## src/rtl/scorer_pkg.sv

```systemverilog
// Shared types and the seven-segment table for the match scorer.
package scorer_pkg;

  typedef enum logic [1:0] {PLAY, HOLD, DONE} scorer_state_t;

  // Active-low, bit order gfedcba, indexed by digit value.
  localparam logic [6:0] SEG_DIGIT [0:7] = '{
    7'b1000000, 7'b1111001, 7'b0100100, 7'b0110000,
    7'b0011001, 7'b0010010, 7'b0000010, 7'b1111000
  };

endpackage

```

## src/rtl/seg7_digit.sv

```systemverilog
// Decodes a 3-bit score into an active-low seven-segment pattern.
module seg7_digit
  import scorer_pkg::*;
(
  input  logic [2:0] value,
  output logic [6:0] seg
);

  always_comb begin
    seg = SEG_DIGIT[value];
  end

endmodule

```

## src/rtl/match_scorer.sv

```systemverilog
// Match-level scorekeeper: edge-detects round wins, keeps saturating scores,
// holds the light controller in reset between rounds and latches match end.
module match_scorer
  import scorer_pkg::*;
#(
  parameter int unsigned WIN_SCORE   = 7,
  parameter int unsigned HOLD_CYCLES = 4
) (
  input  logic       clk,
  input  logic       reset,
  input  logic       win1,
  input  logic       win2,
  output logic       round_reset,
  output logic       match_over,
  output logic [1:0] leader,
  output logic [6:0] hex_p1,
  output logic [6:0] hex_p2
);

  localparam logic [2:0] WinScore  = 3'(WIN_SCORE);
  localparam logic [7:0] HoldLoad  = 8'(HOLD_CYCLES - 1);

  scorer_state_t state_q, state_d;
  logic [7:0]    cnt_q, cnt_d;
  logic [2:0]    score1_q, score1_d;
  logic [2:0]    score2_q, score2_d;
  logic          win1_q, win2_q;
  logic          edge1, edge2;

  assign edge1 = win1 & ~win1_q;
  assign edge2 = win2 & ~win2_q;

  // Edge history resets high so a win held across reset release is not counted.
  always_ff @(posedge clk) begin
    if (reset) begin
      state_q  <= PLAY;
      cnt_q    <= '0;
      score1_q <= '0;
      score2_q <= '0;
      win1_q   <= 1'b1;
      win2_q   <= 1'b1;
    end else begin
      state_q  <= state_d;
      cnt_q    <= cnt_d;
      score1_q <= score1_d;
      score2_q <= score2_d;
      win1_q   <= win1;
      win2_q   <= win2;
    end
  end

  always_comb begin
    state_d  = state_q;
    cnt_d    = cnt_q;
    score1_d = score1_q;
    score2_d = score2_q;
    unique case (state_q)
      PLAY: begin
        if (edge1 && edge2) begin
          state_d = HOLD;
          cnt_d   = HoldLoad;
        end else if (edge1) begin
          if (score1_q < WinScore) score1_d = score1_q + 3'd1;
          state_d = (score1_d == WinScore) ? DONE : HOLD;
          cnt_d   = HoldLoad;
        end else if (edge2) begin
          if (score2_q < WinScore) score2_d = score2_q + 3'd1;
          state_d = (score2_d == WinScore) ? DONE : HOLD;
          cnt_d   = HoldLoad;
        end
      end
      HOLD: begin
        if (cnt_q == 8'd0) begin
          state_d = PLAY;
        end else begin
          cnt_d = cnt_q - 8'd1;
        end
      end
      DONE: state_d = DONE;
      default: state_d = PLAY;
    endcase
  end

  always_comb begin
    round_reset = (state_q != PLAY);
    match_over  = (state_q == DONE);
    if (score1_q > score2_q) begin
      leader = 2'b10;
    end else if (score2_q > score1_q) begin
      leader = 2'b01;
    end else begin
      leader = 2'b00;
    end
  end

  seg7_digit u_seg_p1 (
    .value (score1_q),
    .seg   (hex_p1)
  );

  seg7_digit u_seg_p2 (
    .value (score2_q),
    .seg   (hex_p2)
  );

endmodule

```

## config.mk

```make
export PLATFORM = sky130hd
export DESIGN_NAME = match_scorer
export DESIGN_NICKNAME = d
export VERILOG_FILES = /design/src/rtl/scorer_pkg.sv /design/src/rtl/seg7_digit.sv /design/src/rtl/match_scorer.sv
export SDC_FILE = /design/constraint.sdc
export NUM_CORES = 1
export LEC_CHECK = 0
export ABC_AREA = 1
export CAP_MARGIN = 15
export CELL_PAD_IN_SITES_DETAIL_PLACEMENT = 1
export CELL_PAD_IN_SITES_GLOBAL_PLACEMENT = 1
export CORE_UTILIZATION = 40
export DETAILED_ROUTE_END_ITERATION = 10
export GPL_ROUTABILITY_DRIVEN = 1
export GPL_TIMING_DRIVEN = 0
export MAX_ROUTING_LAYER = met4
export PLACE_DENSITY_LB_ADDON = 0.1
export SYNTH_ARGS = -nofsm -noshare
export SYNTH_HDL_FRONTEND = slang
export SYNTH_SLANG_ARGS = --single-unit
```

## constraint.sdc

```tcl
create_clock -name clk -period 3.8 [get_ports clk]
set_input_delay 0.95 -clock clk [delete_from_list [all_inputs] [get_ports clk]]
set_output_delay 0.95 -clock clk [all_outputs]
set_load 0.005 [all_outputs]
```

Word level (Yosys, flattened, before mapping):

Memory sizes are Yosys's and may differ from the RTL's.
Index checks and enable logic that the tools add are counted.

* flip-flop bits (word level): 18
* ROM bits: 112
* input bits: 4
* memories kept: 2

Memory list
* (no name shown): depth 8, bits a word 7, rd ports 1, clocked after Yosys merged registers in 0, wr ports 0, RTL line seg7_digit.sv:10 `seg = SEG_DIGIT[value];`
* (no name shown): depth 8, bits a word 7, rd ports 1, clocked after Yosys merged registers in 0, wr ports 0, RTL line seg7_digit.sv:10

* $add $sub $neg: 3
* order comparisons: 6
* equality and inequality tests: 7
* mux-type cells: 27
* bitwise gates (word level): 8
* reductions and logical operators: 9

Operator list (count)
* two-way mux 8 bit: 4
* two-way mux 7 bit: 4
* two-way mux 3 bit: 9
* case mux 8 bit (2 select lines): 1
* two-way mux 2 bit: 7
* greater-or-equal comparator 4 bit (second input constant): 2
* zero test 8 bit: 1
* NOT 3 -> 4 bit: 2
* subtractor 8 x 1 -> 8 bit (second input constant): 1
* adder 3 x 1 -> 3 bit (second input constant): 2
* equality test 3 bit (second input constant): 2
* > comparator 3 bit: 2
* less-than comparator 3 bit (second input constant): 2
* case mux 2 bit (3 select lines): 1
* AND reduction 3 bit: 2
* != test 2 bit (second input constant): 2
* != test 4 bit (second input constant): 1
* NOT 1 bit: 4
* AND reduction 4 bit: 1
* nonzero test 2 bit: 2
* AND 1 bit: 2
* equality test 2 x 1 -> 1 bit (second input constant): 1
* equality test 2 bit (second input constant): 1
* zero test 2 bit: 1
* other kinds (3): 3

Depth between registers and ports, before layout:

* depth after elaboration: 12
* gate-level depth with buffers: 9
* mapped depth without buffers: 9

Cells and area by module:

Synthesis repeated with hierarchy kept, for this count alone.

* cell total of the unflattened synthesis: 222
* area, all modules: 1462.7 sq um

Modules (own cells, without submodules)
* match_scorer: times used 1, cells each 172, area an instance 1147.4 sq um
* seg7_digit: times used 2, cells each 25, area an instance 157.7 sq um

Worst setup path after synthesis:

Ideal clock, no wire load.

* kind: flip-flop to output port
* from: register score1_q[2]
* to: output port leader[0]
* arrival: 1.267 ns
* slack: 1.583 ns
* cell stages (with the launch flop): 8
* path through: dfxtp_1 > buf_2 > inv_2 > ha_1 > nand2_1 > nor2_1 > a211oi_1 > a31oi_1

* cells in the longest elaborated chain, start to end: 3
* elaborated cells on any way between the ends: 4
* classes of those cells: order compare: 2; mux: 2

Ends and longest elaborated chain
* start: declaration: RTL line match_scorer.sv:25 `logic [2:0] score1_q, score1_d;`
* start signal: assignment: RTL line match_scorer.sv:45 `score1_q <= score1_d;`
* > comparator 3 bit: RTL line match_scorer.sv:89 `end else if (score2_q > score1_q) begin`
* two-way mux 1 bit: RTL line match_scorer.sv:89
* two-way mux 2 bit *: RTL line match_scorer.sv:87 `if (score1_q > score2_q) begin`
* end: declaration: RTL line match_scorer.sv:15 `output logic [1:0] leader,`

Mark *: on every way between the ends. The rest lies on a longest branch, timed or not.

Final worst setup path:

Ends and elaborated chain as after synthesis.

==> impl_metrics.yaml <==
global_routing:
  grt_first_pass_wirelength_um: 6080
  grt_max_degree: 11
  grt_usage_pct: 23.1
  grt_antenna_before_repair: 0
  grt_pass1_vias: 1387
  grt_overflow_total: 0
worst_setup_path:
  endpoint_kind: "primary output"
  reg2reg_slack_ps: 2250
  cp_max_fo: 9
  r2r_cells: 8
  crit_arrival_ps: 2310
  crit_start: "score1_q[2]$_SDFFE_PP0P_"
  crit_required_ps: 2850
  r2r_start: "score1_q[0]$_SDFFE_PP0P_"
  critPathLaunchType: "flop"
  worstSetupEndpoint: "leader[0]"
  criticalPathCategory: "reg -> out"
  r2r-end: "state_q[1]$_SDFFE_PP0P_"
sta:
  drv_slew: 0
  post-route-period-util_pct: 85.8
  fmax_mhz: 307
  fin_crit_ps: 3260
  max_slew_margin_pct: 74.0
  finalHoldViolCount: 0
  tns_ps: 0
  skew_ps: 8.62
  rsz0062_at_grt: "no"
  setup_ws_ps: 540
  worstMarginPinSlew_ps: 388
  setup_viol: 0
synth:
  synth_nets: 225
  synth_area_leader_cell: "dfxtp_1"
  yosysMostFrequentCell: "nand2_1"
  synth_cell_types: 28
  synth_top_flop_cell: "dfxtp_1"
  synthCells: 207
  synth_top_area_share_pct: 26.5
  yosys-top-cells-count: "nand2_1 (51), inv_1 (33), nor2_1 (22)"
  ys.warnings.count: 0
  ys_ff_latch: 18
  synth_edf_count: 0
  synthTopCellsByArea: "dfxtp_1 (27%), nand2_1 (14%), ha_1 (13%)"
  synthArstFlopShare_pct: 0
  syn_avg_cell_area_um2: 6.56
  syn-cell-area_um2: 1360
  ys_seq_area_share_pct: 26.5
clock_tree:
  numCtsBuffers: 3
  path_clk_slew_ps: 110
  cts_resized: 0
  insertion_delay_ps: 300
  clock_path_buffers: 2
  cts_tree: "yes"
  clkSinkCount: 18
  htreeDepth: 1
  root_buffer: "clkbuf_4"
  cts_hold_buf: 0
  cts_setup_buffers: 0
finish:
  stdcell_count: 275
  areaGrowthSynthToFinish_pct: 21.2
  final_layout_size_suffix_gt1_share_pct: 9.09
  fin_nets: 251
  antenna_cells: 0
  fin_util_pct: 52.6
place:
  place.gp.congestion: 0.781
  dp_slack_ps: 886
  portBuffers: 21
  place_inst: 272
  hpwl_um: 2990
drt:
  wirelength_um: 3570
  drtPass1Iterations: 4
  via_count: 1379
  wl_per_cell_um: 13.0
  vias_per_cell: 5.01
  drtAntennaViolNets: 0
  post-route-drc-count: 0
  drt-initial-drc-count: 42
floorplanning:
  core_um2: 3130
  initial_core_util_pct: 43.4
  rows: 20
  die_h_um: 60.3
  fp.dieW_um: 60.3
  io_pins: 22
  die_area_um2: 3630
power:
  ir_worst_vdd_mv: 0.216
  power.density_nw_per_um2: 391
  p_leak_nw: 0.813
hold_path:
  hold_start: "cnt_q[1]$_SDFFE_PP0P_"
  hold_depth: 2
  min_path_type: "reg -> reg"
run_status:
  status: "finished, final reports clean"
job:
  cap_violations: 0
-- where the power goes --
group	internal, mW	switching [mW]
logic	0.131	0.187
clock network	0.0370	0.0618
registers	0.210	0.0161
-- worst max-delay path, cell delays in order (launching register included) --
cell             delay (ps)
dfxtp_1                 320
buf_2                   190
inv_2                   100
ha_1                    350
nand2_1                  80
nor2_1                   50
a211oi_1                330
a31oi_1                 110
clkdlybuf4s50_1         470
-- flip-flops by register name, indices dropped and copies added, names as in the netlist --
name      count
state_q       2
score2_q      3
win1_q        1
cnt_q         8
win2_q        1
score1_q      3
-- area by class of cell --
type / instances / area, µm²
Fill cell: 438 / 1480
Multi-Input combinational cell: 149 / 832
Sequential cell: 18 / 360
Timing Repair Buffer: 21 / 210
Inverter: 36 / 138
Tap cell: 44 / 55.1
Buffer: 4 / 27.5
Clock buffer: 3 / 22.5
-- layout by cell type (no fill, tap or decap), types with 2 or more instances in the layout --
| cell type | netlist | final |
|---|---|---|
| a21oi_1 | 14 | 14 |
| nor2_4 | 2 | 2 |
| clkbuf_4 | 0 | 3 |
| clkdlybuf4s50_1 | 0 | 21 |
| nand2_4 | 2 | 2 |
| nand3_1 | 10 | 10 |
| nor2_2 | 3 | 3 |
| o21ai_0 | 17 | 17 |
| inv_1 | 33 | 33 |
| nor2_1 | 22 | 22 |
| ha_1 | 14 | 14 |
| nand2_1 | 51 | 51 |
| xor2_1 | 3 | 3 |
| dfxtp_1 | 18 | 18 |
| inv_2 | 2 | 2 |
| nand4_1 | 2 | 2 |
-- logic make-up after synthesis --
logic type,Yosys count,share of synthesized area [%]
flip-flops,18,26.5
AO/OA/AOI/OAI,34,13.1
AND/OR/NAND/NOR,98,33.4
XOR/XNOR,3,1.94
buffers and inverters,40,12.2
adder cells (fa/ha/maj),14,12.9
-- worst min-delay path by stage --
stage                                  endpoint  slack (ps)
final                     cnt_q[1]$_SDFFE_PP0P_         490
after global routing      cnt_q[1]$_SDFFE_PP0P_         510
after CTS                 cnt_q[1]$_SDFFE_PP0P_         490
after detailed placement  cnt_q[1]$_SDFFE_PP0P_         470
after global placement    cnt_q[1]$_SDFFE_PP0P_         460
after floorplan           cnt_q[1]$_SDFFE_PP0P_         440
-- metal layers --
metal	GRT usage [%]	vias to the layer above	share of wire (%)
met5	-	-	0
met4	5.32	0	1.8
met3	4.11	8	2.1
met2	42.2	18	52
met1	25.7	657	44
li1	-	696	-
-- metrics by stage --
stage,area [µm²],hold WS (ps),power [mW]
final,1650,487,0.643
after global routing,1650,508,0.696
after floorplan,1360,445,0.446
after detailed placement,1620,475,0.550
after global placement,1620,460,0.527
after CTS,1650,490,0.649
Power figures use the tool's default switching activity.
==> RTL edit, RTL diff (config.mk and constraints unchanged) <==
Register the inputs `win1` and `win2` before use, without a reset. The logic sees them one clock later.
--- a/src/rtl/match_scorer.sv
+++ b/src/rtl/match_scorer.sv
@@ -20,6 +20,14 @@
   localparam logic [2:0] WinScore  = 3'(WIN_SCORE);
   localparam logic [7:0] HoldLoad  = 8'(HOLD_CYCLES - 1);
 
+  logic win1_r;
+  logic win2_r;
+
+  always_ff @(posedge clk) begin
+    win1_r <= win1;
+    win2_r <= win2;
+  end
+
   scorer_state_t state_q, state_d;
   logic [7:0]    cnt_q, cnt_d;
   logic [2:0]    score1_q, score1_d;
@@ -27,8 +35,8 @@
   logic          win1_q, win2_q;
   logic          edge1, edge2;
 
-  assign edge1 = win1 & ~win1_q;
-  assign edge2 = win2 & ~win2_q;
+  assign edge1 = win1_r & ~win1_q;
+  assign edge2 = win2_r & ~win2_q;
 
   // Edge history resets high so a win held across reset release is not counted.
   always_ff @(posedge clk) begin
@@ -44,8 +52,8 @@
       cnt_q    <= cnt_d;
       score1_q <= score1_d;
       score2_q <= score2_d;
-      win1_q   <= win1;
-      win2_q   <= win2;
+      win1_q   <= win1_r;
+      win2_q   <= win2_r;
     end
   end
 
Behaviour: not the same (a bounded check fails within 4 cycles, from zero or initial values and one cycle with reset high).
==> RTL edit against the original RTL <==
- sequential share of layout area up 2.2 points
- sequential cell count up 2
- power up 13%
- via count up 1.8%
- synthesized cell count up 1.9%
- combinational power down 7.2%
- area after synthesis down 0.37%
- final area up 0.91%
- clock power up 80%
- non-clock buffer count down 2
- setup slack better by 0.088 ns
- wire length about the same
- global-route usage down 0.88 points
- critical endpoint is now leader[1]
==> RTL edit: results (changes against the original RTL) <==
[status]
status = completed  ; unchanged

[yosys]
synthArstFlopShare_pct = 0  ; unchanged
ys_warn_count = 0  ; unchanged
ys.flop_type = dfxtp_1  ; unchanged
synthTopCellsByCount = 53 x nand2_1, 35 x inv_1, 23 x nor2_1  ; was 51 x nand2_1, 33 x inv_1, 22 x nor2_1
ys_seq_area_share_pct = 29.60  ; was 26.54%
syn_nets = 229  ; was 225
synth_cell_types = 23  ; was 28
synth_area_leaders = dfxtp_1 30%, nand2_1 15%, ha_1 13%  ; was dfxtp_1 27%, nand2_1 14%, ha_1 13%

[sta]
worstMarginPinSlew_ns = 0.4079  ; was 0.3877 ns
fin_skew_ns = 0.004510  ; was 0.008624 ns

[critical_path]
crit_fanout = 9  ; unchanged
crit_arrival_ns = 2.22  ; was 2.31 ns

[global_routing]
grt_pass1_wl_mm = 5.892  ; was 6.078 mm
grt_max_degree = 13  ; was 11
antenna_found_initial = 0  ; unchanged
grt_pass1_vias = 1309  ; was 1387
grt_use_total_pct = 22.27  ; was 23.14%

[place]
gp_congestion = 0.7986  ; was 0.7805
placed_cell_area_um2 = 1608  ; was 1623 µm²
hpwl_mm = 2.796  ; was 2.987 mm
portBuffers = 20  ; was 21

[route]
first_pass_iters = 4  ; unchanged
ant_nets = 0  ; unchanged
wire_per_inst_um = 12.79  ; was 12.98 µm
viasPerCell = 5.032  ; was 5.015
drt_iter0_markers = 42  ; unchanged

[cells_and_area]
largest_registers = cnt_q (8), score1_q (3), score2_q (3)  ; unchanged
fillers = 434  ; was 438
drive_gt1_share_pct = 6.383  ; was 9.091%
layout.nets = 254  ; was 251
diodes = 0  ; unchanged

[power]
p_comb_uw = 295  ; was 318 µW
leakage_nw = 0.8100  ; was 0.8133 nW
powerSeq_uw = 255  ; was 226 µW
p_int_uw = 456.0  ; was 378.2 µW
p_total_uw = 728.1  ; was 643.0 µW
ir_drop_uv = 265.2  ; was 215.5 µV

[clock_tree]
clock_latency_ns = 0.31
path_clk_slew_ns = 0.12
htree_levels = 1  ; unchanged
clockBufferDepth = 2  ; unchanged
numCtsBuffers = 3  ; unchanged
postCtsSetupBuffers = 0  ; unchanged
clockRootBuffer = clkbuf_4  ; unchanged

[hold_path]
hold_path.class = reg -> reg  ; unchanged

-- RTL edit: logic make-up after synthesis --
logic type	synth area share [%]
adders and majority gates	12.95
xor gates and xnor gates	0.6477
DFF	29.60
and+or+nand+nor	31.45
buffers and inverters	11.29
AOI/OAI and AO/OA	14.06
-- RTL edit: critical path: stages, from the launching register on --
cell and delay [ns]:
dfxtp_1 0.32, buf_2 0.17, inv_1 0.13, ha_1 0.35, nand2_1 0.08, nor2_1 0.04
a211oi_1 0.26, clkdlybuf4s50_1 0.56
-- RTL edit: area by class of cell --
class / instances / share of cell area (%)
Buffer: 3 / 0.8289
Clock buffer: 3 / 1.356
Clock inverter: 1 / 1.809
Inverter: 37 / 8.365
Multi-Input combinational cell: 151 / 48.15
Sequential cell: 20 / 24.11
Tap cell: 44 / 3.316
Timing Repair Buffer: 20 / 12.06
-- RTL edit: path summary, 6_finish.rpt --
kind	from	to	slack [ns]	cells past startpoint
min reg2reg	cnt_q[7]	cnt_q[7]	0.48	2
max reg2reg	cnt_q[0]	cnt_q[2]	2.12	8
min	cnt_q[7]	cnt_q[7]	0.48	2
max	score1_q[2]	leader[1]	0.63	7
-- RTL edit: metrics by stage --
step / std cells / setup WS [ns] / utilization (%)
6_report: 279 / 0.6279 / 53.08
5_1_grt: 279 / 0.4833 / 53.08
4_1_cts: 279 / 0.5960 / 53.08
3_5_place_dp: 275 / 0.9462 / 51.40
3_3_place_gp: 275 / 1.048 / 51.40
2_1_floorplan: 211 / 1.541 / -
-- RTL edit: metal layers --
layer  vias to the layer above  global-route usage, %  part of all wire [%]
li1                        713                      -                     -
met1                       664                  27.50                    48
met2                        25                  37.68                    49
met3                         2                  4.978                   2.7
met4                         0                  2.990                  0.39
met5                         -                      -                     0
